<file path="config.mk">
export PLATFORM = sky130hd
export DESIGN_NAME = multicycle_ctrl
export DESIGN_NICKNAME = d
export VERILOG_FILES = /design/src/rtl/multicycle_ctrl.sv
export SDC_FILE = /design/constraint.sdc
export NUM_CORES = 1
export LEC_CHECK = 0
export ABC_AREA = 1
export BUFFER_PORTS_ARGS = -buffer_cell sky130_fd_sc_hd__buf_2
export CAP_MARGIN = 0
export CELL_PAD_IN_SITES_DETAIL_PLACEMENT = 0
export CELL_PAD_IN_SITES_GLOBAL_PLACEMENT = 1
export CORE_ASPECT_RATIO = 1.1
export CORE_MARGIN = 2
export CORE_UTILIZATION = 32
export DETAILED_ROUTE_END_ITERATION = 7
export PLACE_DENSITY_LB_ADDON = 0.1
export REMOVE_ABC_BUFFERS = 1
export SETUP_SLACK_MARGIN = 0.05
export SYNTH_ARGS = -nofsm -noshare
export SYNTH_HDL_FRONTEND = slang
export SYNTH_SLANG_ARGS = --single-unit
export TNS_END_PERCENT = 50
</file>
<file path="constraint.sdc">
create_clock -name clk -period 1.6 [get_ports clk]
set_input_delay 0.32 -clock clk [delete_from_list [all_inputs] [get_ports clk]]
set_output_delay 0.32 -clock clk [all_outputs]
set_load 0.03 [all_outputs]
</file>
<file path="src/rtl/multicycle_ctrl.sv">
// Multi-cycle sequencer for the RV32 core datapath.
// Steps each instruction through FETCH/DECODE/EXEC/MEM/WB, owns the shared memory
// port via req/ready, counts retired instructions and traps on illegal opcodes or
// memory timeouts.
//
// state  | meaning
// FETCH  | request instruction word at PC, load IR and bump PC on ready
// DECODE | classify IR, latch instruction class and ALU operation
// EXEC   | drive ALU operands/operation from the latched class
// MEM    | data access at ALU result address (load or store)
// WB     | write rd from ALU result or memory data, retire
// TRAP   | halted after illegal instruction or memory timeout, left only by rst
module multicycle_ctrl #(
  parameter int MEM_TIMEOUT = 15,
  parameter int CNT_W       = 32
) (
  input  logic             clk,
  input  logic             rst,
  input  logic [31:0]      instr,
  input  logic             mem_ready,
  output logic             pc_we,
  output logic             ir_we,
  output logic             mem_req,
  output logic             mem_sel,
  output logic             mem_we,
  output logic             reg_we,
  output logic             b_sel,
  output logic             wb_sel,
  output logic [1:0]       alu_sel,
  output logic             halted,
  output logic [1:0]       err_code,
  output logic [CNT_W-1:0] retired,
  output logic [2:0]       state
);

  typedef enum logic [2:0] {
    S_FETCH  = 3'd0,
    S_DECODE = 3'd1,
    S_EXEC   = 3'd2,
    S_MEM    = 3'd3,
    S_WB     = 3'd4,
    S_TRAP   = 3'd5
  } state_t;

  typedef enum logic [2:0] {
    C_NONE, C_ADD, C_SUB, C_OR, C_ADDI, C_LW, C_SW
  } cls_t;

  localparam logic [7:0] WAIT_LAST = 8'(MEM_TIMEOUT - 1);

  state_t           state_q, state_d;
  cls_t             cls_q, cls_d, dec_cls;
  logic [1:0]       alu_q, alu_d, dec_alu;
  logic [1:0]       err_q, err_d;
  logic [7:0]       wait_q, wait_d;
  logic [CNT_W-1:0] ret_q, ret_d;

  logic pc_we_c, ir_we_c, mem_req_c, mem_sel_c, mem_we_c, reg_we_c, b_sel_c, wb_sel_c;
  logic [1:0] alu_sel_c;
  logic use_imm;

  // Instruction classification from opcode/funct3/funct7
  always_comb begin
    dec_cls = C_NONE;
    dec_alu = 2'b00;
    unique case (instr[6:0])
      7'b0110011: begin
        if (instr[14:12] == 3'b000 && instr[31:25] == 7'b0000000) dec_cls = C_ADD;
        else if (instr[14:12] == 3'b000 && instr[31:25] == 7'b0100000) begin
          dec_cls = C_SUB;
          dec_alu = 2'b01;
        end else if (instr[14:12] == 3'b110 && instr[31:25] == 7'b0000000) begin
          dec_cls = C_OR;
          dec_alu = 2'b10;
        end
      end
      7'b0010011: if (instr[14:12] == 3'b000) dec_cls = C_ADDI;
      7'b0000011: if (instr[14:12] == 3'b010) dec_cls = C_LW;
      7'b0100011: if (instr[14:12] == 3'b010) dec_cls = C_SW;
      default:    dec_cls = C_NONE;
    endcase
  end

  assign use_imm = (cls_q == C_ADDI) || (cls_q == C_LW) || (cls_q == C_SW);

  // Next-state, counters and datapath enables
  always_comb begin
    state_d   = state_q;
    cls_d     = cls_q;
    alu_d     = alu_q;
    err_d     = err_q;
    wait_d    = '0;
    ret_d     = ret_q;
    pc_we_c   = 1'b0;
    ir_we_c   = 1'b0;
    mem_req_c = 1'b0;
    mem_sel_c = 1'b0;
    mem_we_c  = 1'b0;
    reg_we_c  = 1'b0;
    b_sel_c   = 1'b0;
    wb_sel_c  = 1'b0;
    alu_sel_c = 2'b00;
    unique case (state_q)
      S_FETCH: begin
        mem_req_c = 1'b1;
        if (mem_ready) begin
          ir_we_c = 1'b1;
          pc_we_c = 1'b1;
          state_d = S_DECODE;
        end else if (wait_q == WAIT_LAST) begin
          state_d = S_TRAP;
          err_d   = 2'b10;
        end else begin
          wait_d = wait_q + 8'd1;
        end
      end
      S_DECODE: begin
        cls_d = dec_cls;
        alu_d = dec_alu;
        if (dec_cls == C_NONE) begin
          state_d = S_TRAP;
          err_d   = 2'b01;
        end else begin
          state_d = S_EXEC;
        end
      end
      S_EXEC: begin
        alu_sel_c = alu_q;
        b_sel_c   = use_imm;
        state_d   = (cls_q == C_LW || cls_q == C_SW) ? S_MEM : S_WB;
      end
      S_MEM: begin
        mem_req_c = 1'b1;
        mem_sel_c = 1'b1;
        mem_we_c  = (cls_q == C_SW);
        alu_sel_c = alu_q;
        b_sel_c   = use_imm;
        if (mem_ready) begin
          if (cls_q == C_SW) begin
            ret_d   = ret_q + CNT_W'(1);
            state_d = S_FETCH;
          end else begin
            state_d = S_WB;
          end
        end else if (wait_q == WAIT_LAST) begin
          state_d = S_TRAP;
          err_d   = 2'b10;
        end else begin
          wait_d = wait_q + 8'd1;
        end
      end
      S_WB: begin
        reg_we_c  = 1'b1;
        wb_sel_c  = (cls_q != C_LW);
        alu_sel_c = alu_q;
        b_sel_c   = use_imm;
        ret_d     = ret_q + CNT_W'(1);
        state_d   = S_FETCH;
      end
      S_TRAP: state_d = S_TRAP;
      default: state_d = S_FETCH;
    endcase
  end

  // State and bookkeeping registers with synchronous reset
  always_ff @(posedge clk) begin
    if (rst) begin
      state_q <= S_FETCH;
      cls_q   <= C_NONE;
      alu_q   <= 2'b00;
      err_q   <= 2'b00;
      wait_q  <= '0;
      ret_q   <= '0;
    end else begin
      state_q <= state_d;
      cls_q   <= cls_d;
      alu_q   <= alu_d;
      err_q   <= err_d;
      wait_q  <= wait_d;
      ret_q   <= ret_d;
    end
  end

  // rst forces every output low immediately, aborting any in-flight access
  always_comb begin
    pc_we    = ~rst & pc_we_c;
    ir_we    = ~rst & ir_we_c;
    mem_req  = ~rst & mem_req_c;
    mem_sel  = ~rst & mem_sel_c;
    mem_we   = ~rst & mem_we_c;
    reg_we   = ~rst & reg_we_c;
    b_sel    = ~rst & b_sel_c;
    wb_sel   = ~rst & wb_sel_c;
    alu_sel  = rst ? 2'b00 : alu_sel_c;
    halted   = ~rst & (state_q == S_TRAP);
    err_code = rst ? 2'b00 : err_q;
    retired  = rst ? '0 : ret_q;
    state    = rst ? 3'd0 : state_q;
  end

endmodule

</file>
==> flow_summary.json, run 1 <==
{
  "numPortBuffers": 67,
  "timing.fmax_ghz": 0.574,
  "antennaDiodeCount": 0,
  "syn_to_final_growth_pct": 49.5,
  "hp-class": "input port to flip-flop",
  "grt_max_degree": 40,
  "cp-end-kind": "output pin",
  "io-pin-count": 83,
  "grt_pass1_vias": 3476,
  "p_int_mw": 1.84,
  "totalWireLength_um": 9560,
  "cts_buffers": 5,
  "setup_ws_ns": -0.143,
  "dr_wl_met3_um": 259,
  "core-area_mm2": 0.00975,
  "die-area_mm2": 0.0107,
  "post-dp-hpwl_um": 7230,
  "leakagePower_nw": 2.08,
  "route.met2.wl_um": 5030,
  "worst_path_most_repeated_cell": "buf_4",
  "cp_cell_sequence": "nor2_4 -> nand2_2 -> buf_4 -> nor3_1 -> buf_4",
  "fin_util": 0.485,
  "nFillCells": 1057,
  "gp_congestion": 0.836,
  "cpPeakStageDelay_ns": 0.38,
  "path_buf_inv": 2,
  "synth.area.top_cells": "dfxtp_1 32%, nand2_1 15%, nor2_1 13%",
  "seq_power_share": 0.492,
  "antenna_found_initial": 0,
  "regArea_mm2": 0.00102,
  "p_per_area_mw_per_mm2": 550,
  "critical-path-top-delay-family": "simple AND/OR/NAND/NOR gates",
  "synth_seq_cells": 50,
  "power_frac_comb": 0.199,
  "yosysSeqAreaShare": 0.317,
  "critPathSlowestCell": "dfxtp_4",
  "swShare": 0.293,
  "final_cell_mix": "113 x nand2_1, 94 x nor2_1, 74 x inv_1, 59 x buf_4, 55 x buf_2",
  "clk-insertion-delay-late_ns": 0.31,
  "yosysTopAreaCell": "dfxtp_1",
  "startpoint_type": "flip-flop",
  "syn_area_per_cell_um2": 5.98,
  "slew_viol_final": 0,
  "clk_pin_slew_ns": 0.09,
  "multiInputGateArea_mm2": 0.00214,
  "postLayoutCellArea_mm2": 0.00473,
  "core.rowCount": 38,
  "violations": "negative setup slack",
  "cp_data_arrival_time_ns": 1.42,
  "grt_use_total": 0.177,
  "tightest_slew_ns": 0.412,
  "status": "complete, but fails checks",
  "cts_tree": "done",
  "rsz0062_at_grt": "yes",
  "final_common_cell": "nand2_1",
  "path_max_fanout": 3,
  "drt_iter0_drc": 111,
  "cts_max_level": 2,
  "synthCells": 529,
  "period_needed_ns": 1.74,
  "synth.top_cell.area_share": 0.317,
  "die_x_um": 98.8,
  "irDropWorstVdd_uv": 341,
  "cts_sinks": 50,
  "maxCapViolations": 0,
  "hold_viol": 0,
  "initial_core_util": 0.324,
  "netlist_area_mm2": 0.00316,
  "post_dp_cell_area_mm2": 0.00403,
  "cts_buffer_depth": 2,
  "maxSlewHeadroom": 0.722,
  "ys.warnings.count": 0,
  "path_class": "flip-flop to output pin",
  "fin_nets": 695,
  "p_clk_frac": 0.309,
  "vias": 3645,
  "synth_cell_types": 30,
  "cts_root_buf": "clkbuf_8",
  "grt_first_pass_wirelength_um": 15500,
  "top_layer": "met4",
  "routedWlPerCell_um": 12.3,
  "p_switching_uw": 762,
  "drc_errors": 0,
  "dieHeight_um": 108,
  "wl_met1_um": 4090,
  "grt-ovfl-total": 0,
  "final_layout_size_suffix_gt1_frac": 0.339,
  "period_share": 1.09,
  "ant_nets": 0,
  "fin_skew_ns": 0.0133,
  "drtPass1Iterations": 4,
  "required_ns": 1.28,
  "finalSetupViolCount": 24,
  "viasPerCell": 4.69
}
## final timing paths
kind	startpoint	end	slack (ns)	depth (start not counted)
setup reg to reg	state_q[2]	ret_q[24]	-0.08	12
setup / recovery	state_q[1]	wb_sel	-0.14	5
hold / removal	mem_ready	err_q[1]	0.44	4
hold reg to reg	wait_q[7]	wait_q[7]	0.46	2
## flip-flops by register name (all words and copies together), names as in the netlist
name	flops
state_q	3
ret_q	32
cls_q	3
err_q	2
wait_q	8
alu_q	2
## cells in the mapped netlist
library cell / number
buf_4: 1
nand3_1: 21
buf_2: 4
inv_2: 2
nand2_1: 128
nand4_1: 8
nand2_2: 2
nand3b_1: 1
a21oi_4: 1
nor2_4: 1
nor2_1: 108
o32ai_1: 2
clkbuf_1: 5
nor3_2: 1
nor2_2: 1
a2111oi_0: 1
o21ai_0: 15
xnor2_1: 1
o211ai_1: 2
nor4_1: 2
nand3_2: 2
nor3b_1: 1
a21oi_2: 1
buf_1: 4
a21oi_1: 32
nor3_1: 33
dfxtp_1: 50
xor2_1: 18
inv_1: 78
ha_1: 3
## power by group through the flow
stage          Combinational [mW]  Sequential, mW  Clock (mW)
5_1_grt                     0.564            1.28       0.875
4_1_cts                     0.452            1.28       0.841
3_3_place_gp                0.371            1.31           0
2_1_floorplan               0.165            1.31           0
3_5_place_dp                0.374            1.31           0
6_report                    0.518            1.28       0.803
## per-layer routing
metal	vias up	global-route usage
li1	1909	-
met5	-	0
met3	11	0.0233
met1	1673	0.204
met4	0	0.0489
met2	52	0.339
## area by class of cell
cell class	instances	share of cell area
Multi-Input combinational cell	385	0.453
Sequential cell	50	0.215
Timing Repair Buffer	135	0.214
Inverter	80	0.0651
Tap cell	120	0.0318
Clock buffer	6	0.0175
Clock inverter	2	0.00265
## cell families (layout without fill, tap and decap cells)
| family | count (synthesis) | in the layout | synth area share |
|---|---|---|---|
| and+or+nand+nor | 309 | 309 | 0.409 |
| buffers and inverters | 94 | 223 | 0.114 |
| AOI/OAI and AO/OA | 54 | 54 | 0.0954 |
| DFF | 50 | 50 | 0.317 |
| xor gates and xnor gates | 19 | 19 | 0.0526 |
| adders and majority gates | 3 | 3 | 0.0119 |
## stage by stage
stage | setup slack, ns | hold slack [ns] | setup TNS [ns] | cells | total power, mW
floorplan | -0.842 | 0.389 | -3.38 | 515 | 1.47
global placement | -0.0722 | 0.447 | -0.0858 | 756 | 1.68
detailed placement | -0.0378 | 0.450 | -0.0700 | 756 | 1.68
CTS | -0.157 | 0.313 | -1.21 | 773 | 2.57
global route | -0.242 | 0.478 | -5.43 | 778 | 2.72
finish | -0.143 | 0.443 | -1.21 | 778 | 2.60
## worst register-to-register path, stage by stage (launching register included)
cell,delay (ns)
dfxtp_2,0.34
inv_2,0.07
nand2_4,0.06
nor2_4,0.13
nand3_2,0.11
buf_6,0.13
a21oi_4,0.16
buf_12,0.17
nand2_4,0.07
nor2_4,0.11
nand2_2,0.07
o21ai_1,0.14
nor2_1,0.05
## repair_timing
action,4_1_cts,5_1_grt
hold buffers,0,0
gates resized for setup,61,77
endpoints found under the setup margin,35,58
pin swaps,7,20
gates cloned,0,2
buffers inserted,9,4
No activity file was read; power rests on OpenSTA's default activity.
==> inputs of run 2 (changes only) <==
--- a/config.mk
+++ b/config.mk
@@ -5,14 +5,14 @@
 export SDC_FILE = /design/constraint.sdc
 export NUM_CORES = 1
 export LEC_CHECK = 0
-export ABC_AREA = 1
 export BUFFER_PORTS_ARGS = -buffer_cell sky130_fd_sc_hd__buf_2
 export CAP_MARGIN = 0
 export CELL_PAD_IN_SITES_DETAIL_PLACEMENT = 0
 export CELL_PAD_IN_SITES_GLOBAL_PLACEMENT = 1
 export CORE_ASPECT_RATIO = 1.1
 export CORE_MARGIN = 2
-export CORE_UTILIZATION = 32
+export CORE_UTILIZATION = 33
+export CTS_CLUSTER_DIAMETER = 120
 export DETAILED_ROUTE_END_ITERATION = 7
 export PLACE_DENSITY_LB_ADDON = 0.1
 export REMOVE_ABC_BUFFERS = 1
==> run 2 against run 1 <==
  * The flow still finishes with violations (negative setup slack)
  * Highest routed layer unchanged
  * Utilization rose by 7.0 points
  * Synthesized cell count fell by 34%
  * Total power rose by 8.8%
  * Non-clock buffer count rose by 35
==> flow_summary.json, run 2 <==
{
  "cp-end-kind": "output pin",
  "cts_tree": "done",
  "finalPower_mw": 2.83,
  "tightest_slew_ns": 0.398,
  "leakagePower_nw": 1.94,
  "drc_errors": 0,
  "timing.hold.ws_ns": 0.332,
  "gp_congestion": 0.775,
  "synth.area.top_cells": "dfxtp_1 36%, nor2b_1 7.2%, nor2_1 6.6%",
  "drtPass1Iterations": 4,
  "antennaDiodeCount": 0,
  "setup_tns_ns": -5.48,
  "syn_area_per_cell_um2": 7.91,
  "stdcell_count": 626,
  "synth.top_cell.area_share": 0.360,
  "grt_first_pass_wirelength_um": 12400,
  "yosysSeqAreaShare": 0.360,
  "grt-ovfl-total": 0,
  "numPortBuffers": 67,
  "final_layout_size_suffix_gt1_frac": 0.478,
  "r2r_setup_slack_ns": -0.28,
  "rsz0062_at_grt": "yes",
  "drt_iter0_drc": 73,
  "ys.warnings.count": 0,
  "r2r-start": "state_q[2]",
  "setup_ws_ns": -0.319,
  "die-area_mm2": 0.00917,
  "pre_cts_slack_ns": -0.458,
  "postLayoutCellArea_mm2": 0.00459,
  "cpPeakStageDelay_ns": 0.42,
  "dieHeight_um": 100,
  "clk_pin_slew_ns": 0.09,
  "hold_depth": 3,
  "reg2reg_depth": 7,
  "syn_to_final_growth_pct": 65.2,
  "grt_max_degree": 18,
  "critPathSlowestCell": "or3b_4",
  "hp-class": "input port to flip-flop",
  "period_share": 1.20,
  "violations": "negative setup slack",
  "yosysTopAreaCell": "dfxtp_1",
  "largest_reg_flops": 32,
  "top_register": "ret_q",
  "async_reset_ff_frac": 0,
  "startpoint_type": "flip-flop",
  "synthCells": 351,
  "antenna_found_initial": 0,
  "post_dp_cell_area_mm2": 0.00385,
  "critical-path-top-delay-family": "simple AND/OR/NAND/NOR gates",
  "p_per_area_mw_per_mm2": 617,
  "ant_nets": 0,
  "post-dp-hpwl_um": 5550,
  "grt_pass1_vias": 2766,
  "maxSlewHeadroom": 0.732,
  "synth_edf_count": 0,
  "slew_viol_final": 0,
  "dp_cells": 598,
  "min-delay-start": "instr[30]",
  "cp_cell_sequence": "or3b_4 -> a21oi_2 -> buf_4 -> and3_4 -> buf_6",
  "hold_viol": 0,
  "r2r-end": "ret_q[22]",
  "worst_hold_path.endpoint": "alu_q[0]",
  "biggestRegsByFlops": "ret_q x32, wait_q x8",
  "synth_seq_cells": 50,
  "path_class": "flip-flop to output pin",
  "synthMostInstantiatedCell": "dfxtp_1",
  "clk-insertion-delay-late_ns": 0.30,
  "cts_buffer_depth": 2,
  "viasPerCell": 4.87,
  "nFillCells": 797,
  "io-pin-count": 83,
  "cts_sinks": 50,
  "final_cell_mix": "95 x buf_4, 44 x dfxtp_1, 44 x buf_2, 43 x nor2_1, 29 x nor2b_1",
  "cts_max_level": 2,
  "period_needed_ns": 1.92,
  "synth.cells.most_frequent": "50 x dfxtp_1, 49 x nor2_1, 32 x nor2b_1",
  "path_buf_inv": 2,
  "cp_data_arrival_time_ns": 1.60,
  "totalWireLength_um": 7930,
  "routedWlPerCell_um": 12.7,
  "die_x_um": 91.5,
  "irDropWorstVdd_uv": 430,
  "finalSetupViolCount": 37,
  "synthFlopType": "dfxtp_1",
  "fin_util": 0.554,
  "cts_buffers": 5,
  "status": "complete, but fails checks",
  "vias": 3048,
  "maxCapViolations": 0,
  "core-area_mm2": 0.00828,
  "fin_skew_ns": 0.00559,
  "netlist_area_mm2": 0.00278,
  "timing.fmax_ghz": 0.521,
  "cts_root_buf": "clkbuf_8",
  "final_common_cell": "buf_4",
  "synth_cell_types": 50,
  "core.rowCount": 35,
  "initial_core_util": 0.336,
  "path_max_fanout": 3,
  "fin_nets": 553,
  "grt_use_total": 0.165,
  "required_ns": 1.28
}
==> run 2: cell count changes after synthesis, sizes merged, moves of 9 or more <==
cell | before | now
nor3 | 34 | 6
nor2b | 0 | 32
or4 | 0 | 10
or3 | 0 | 9
nand2 | 130 | 26
a21oi | 34 | 22
nor2 | 110 | 49
inv | 80 | 14
nand3 | 23 | 13
==> run 2: repair_timing <==
item | 4_1_cts | 5_1_grt
gates cloned | 1 | 0
resized for setup | 75 | 61
pin swaps | 20 | 24
hold endpoints to repair | 0 | 0
setup buffers | 16 | 8
hold buffers | 0 | 0
setup endpoints to repair | 48 | 77
==> run 2: layout make-up <==
| class | count | area (µm²) | share of cell area |
|---|---|---|---|
| repair buffers | 170 | 1290 | 0.282 |
| well taps | 111 | 139 | 0.0303 |
| clock buffers | 5 | 68.8 | 0.0150 |
| clock inverters | 2 | 10.0 | 0.00218 |
| inverters | 14 | 52.6 | 0.0115 |
| multi-input cells | 274 | 2020 | 0.439 |
| flip-flops and latches | 50 | 1010 | 0.220 |
==> run 2: routing by layer <==
metal | wire (µm) | vias to the layer above | GRT usage
met5 | 0 | - | 0
met4 | 93 | 0 | 0.0501
met3 | 243 | 7 | 0.0263
met2 | 4120 | 58 | 0.298
met1 | 3470 | 1424 | 0.201
li1 | - | 1559 | -
==> run 2: worst max path at each step <==
stage	endpoint	depth (start not counted)	from	slack, ns
after floorplan	wait_q[7]	4	state_q[0]	-0.63
after global placement	state_q[0]	6	instr[26]	-0.43
after detailed placement	state_q[0]	6	instr[26]	-0.46
after CTS	b_sel	5	state_q[2]	-0.34
after global routing	b_sel	5	state_q[2]	-0.41
final	b_sel	5	state_q[0]	-0.32
==> run 2: tightest hold or removal path: cells and delay by family <==
family / cells / cell delay (ns)
and+or+nand+nor: 1 / 0.07
buffers and inverters: 1 / 0.13
AOI/OAI and AO/OA: 1 / 0.06
==> run 2: where the power goes <==
group / switching (mW) / leakage [nW] / internal, mW
logic: 0.411 / 1.49 / 0.417
registers: 0.0191 / 0.406 / 1.27
clock network: 0.414 / 0.0438 / 0.295
==> run 2: cell families after synthesis <==
group | share of synthesized area
compound gates | 0.126
xor+xnor | 0.0694
fa+ha+maj | 0.0135
buf+inv | 0.0423
flops | 0.360
mux | 0.00766
simple gates | 0.381
==> inputs of run 3 (changes only) <==
--- a/config.mk
+++ b/config.mk
@@ -5,16 +5,15 @@
 export SDC_FILE = /design/constraint.sdc
 export NUM_CORES = 1
 export LEC_CHECK = 0
+export ABC_AREA = 1
 export BUFFER_PORTS_ARGS = -buffer_cell sky130_fd_sc_hd__buf_2
 export CAP_MARGIN = 0
-export CELL_PAD_IN_SITES_DETAIL_PLACEMENT = 0
-export CELL_PAD_IN_SITES_GLOBAL_PLACEMENT = 1
 export CORE_ASPECT_RATIO = 1.1
 export CORE_MARGIN = 2
-export CORE_UTILIZATION = 33
+export CORE_UTILIZATION = 48
 export CTS_CLUSTER_DIAMETER = 120
 export DETAILED_ROUTE_END_ITERATION = 7
-export PLACE_DENSITY_LB_ADDON = 0.1
+export PLACE_DENSITY = 0.77
 export REMOVE_ABC_BUFFERS = 1
 export SETUP_SLACK_MARGIN = 0.05
 export SYNTH_ARGS = -nofsm -noshare
==> run 3 against run 2 <==
  * Clock power is 30% higher
  * The flow still finishes with violations (negative setup slack)
  * Count of clock-buffer cells in the layout up 1
  * Setup slack improved by 0.15 ns
  * Largest power group unchanged
  * Maximum frequency up 8.2%
  * Global-route usage is 9.9 points higher
  * Routed wire length rose by 26%
  * Utilization rose by 15 points
  * Clock skew increased by 0.0069 ns
==> flow_summary.json, run 3 (synthesis results as in run 1) <==
{
  "status": "complete, but fails checks",
  "violations": "negative setup slack",
  "routedWlPerCell_um": 13.7,
  "setup_ws_ns": -0.172,
  "power_frac_comb": 0.199,
  "maxSlewHeadroom": 0.772,
  "cts_root_buf": "clkbuf_8",
  "ctsHoldBuffers": 0,
  "die_x_um": 81.4,
  "p_int_mw": 1.97,
  "swShare": 0.285,
  "drt_iter0_drc": 296,
  "maxCapViolations": 0,
  "dp_cells": 703,
  "syn_to_final_growth_pct": 43.9,
  "cts_buffers": 5,
  "clk_pin_slew_ns": 0.09,
  "nFillCells": 504,
  "die-area_mm2": 0.00725,
  "antennaDiodeCount": 0,
  "grt_use_total": 0.264,
  "drtPass1Iterations": 7,
  "cts_max_level": 2,
  "initial_core_util": 0.488,
  "leakagePower_nw": 1.90,
  "postLayoutCellArea_mm2": 0.00455,
  "path_max_fanout": 3,
  "final_common_cell": "nand2_1",
  "top_register": "ret_q",
  "period_needed_ns": 1.77,
  "timing.hold.ws_ns": 0.366,
  "fin_nets": 682,
  "io-pin-count": 83,
  "vias": 3803,
  "cp_data_arrival_time_ns": 1.45,
  "slew_viol_final": 0,
  "post-dp-hpwl_um": 6300,
  "seq_power_share": 0.466,
  "cp-end-kind": "output pin",
  "startpoint_type": "flip-flop",
  "pre_cts_slack_ns": -0.0715,
  "period_share": 1.11,
  "p_per_area_mw_per_mm2": 605,
  "core.rowCount": 31,
  "rsz0062_at_grt": "yes",
  "ant_nets": 0,
  "drc_errors": 0,
  "required_ns": 1.28,
  "stdcell_count": 727,
  "antenna_found_initial": 0,
  "grt-ovfl-total": 0,
  "cts_buffer_depth": 2,
  "grt_pass1_vias": 3501,
  "reg2reg_depth": 11,
  "p_clk_frac": 0.335,
  "viasPerCell": 5.23,
  "finalSetupViolCount": 20,
  "core-area_mm2": 0.00648,
  "totalWireLength_um": 9990,
  "cts_tree": "done",
  "biggestRegsByFlops": "ret_q x32, wait_q x8",
  "tightest_slew_ns": 0.342,
  "timing.fmax_ghz": 0.564,
  "final_layout_size_suffix_gt1_frac": 0.288,
  "clk-insertion-delay-late_ns": 0.32,
  "post_dp_cell_area_mm2": 0.00384,
  "final_cell_mix": "123 x nand2_1, 97 x nor2_1, 73 x inv_1, 55 x buf_4, 46 x dfxtp_1",
  "largest_reg_flops": 32,
  "hold_depth": 4,
  "p_switching_uw": 783,
  "numPortBuffers": 67,
  "hp-class": "input port to flip-flop",
  "gp_congestion": 1.05,
  "dieHeight_um": 89.1,
  "grt_max_degree": 22,
  "hold_viol": 0,
  "fin_skew_ns": 0.0125,
  "grt_first_pass_wirelength_um": 15000,
  "path_class": "flip-flop to output pin",
  "irDropWorstVdd_uv": 452,
  "cts_sinks": 50
}
-- run 3: area by class of cell --
type,instances,area [µm²],area share
inverters,80,315,0.0693
clock buffers,6,72.6,0.0160
flip-flops and latches,50,1010,0.222
multi-input cells,385,2070,0.454
repair buffers,122,946,0.208
clock inverters,2,37.5,0.00825
well taps,82,103,0.0226
-- run 3: final timing paths --
check        startpoint         end  slack [ns]
min           mem_ready    err_q[1]        0.37
min reg2reg   ret_q[31]   ret_q[31]        0.48
max          state_q[1]     mem_req       -0.17
max reg2reg  state_q[0]  state_q[0]       -0.12
-- run 3: power groups by stage --
stage               clock network (mW)  registers (mW)  logic [mW]
global placement                     0            1.30       0.331
floorplan                            0            1.31       0.165
detailed placement                   0            1.31       0.339
CTS                              0.934            1.28       0.459
finish                           0.921            1.28       0.548
global route                     0.977            1.29       0.581
-- run 3: stage by stage --
step / power (mW) / setup TNS, ns / utilization
floorplan: 1.47 / -3.38 / -
global placement: 1.64 / -0.0472 / 0.593
detailed placement: 1.65 / -0.338 / 0.593
CTS: 2.67 / -1.01 / 0.663
global route: 2.84 / -4.98 / 0.702
finish: 2.75 / -1.71 / 0.702
-- run 3: routing by layer --
layer  vias to the layer above  share of wire  track usage  wire (µm)
li1                       1882              -            -          -
met1                      1743           0.40        0.291       3970
met2                       148           0.52        0.499       5180
met3                        30          0.052       0.0414        522
met4                         0          0.031        0.106        313
met5                         -              0            0          0
-- run 3: timing repair --
action | 4_1_cts | 5_1_grt
setup endpoints to repair | 37 | 76
cloned | 1 | 0
setup buffers | 14 | 4
resized for setup | 65 | 76
pin swaps | 10 | 14
-- run 3: worst max-delay path, cell delays in order (launching register included) --
cell and delay [ns]:
dfxtp_2 0.40, nand2_4 0.09, nor2_4 0.13, inv_2 0.07, buf_6 0.12, nand2_4 0.05, inv_4 0.04, nor2_4 0.10
buf_6 0.14
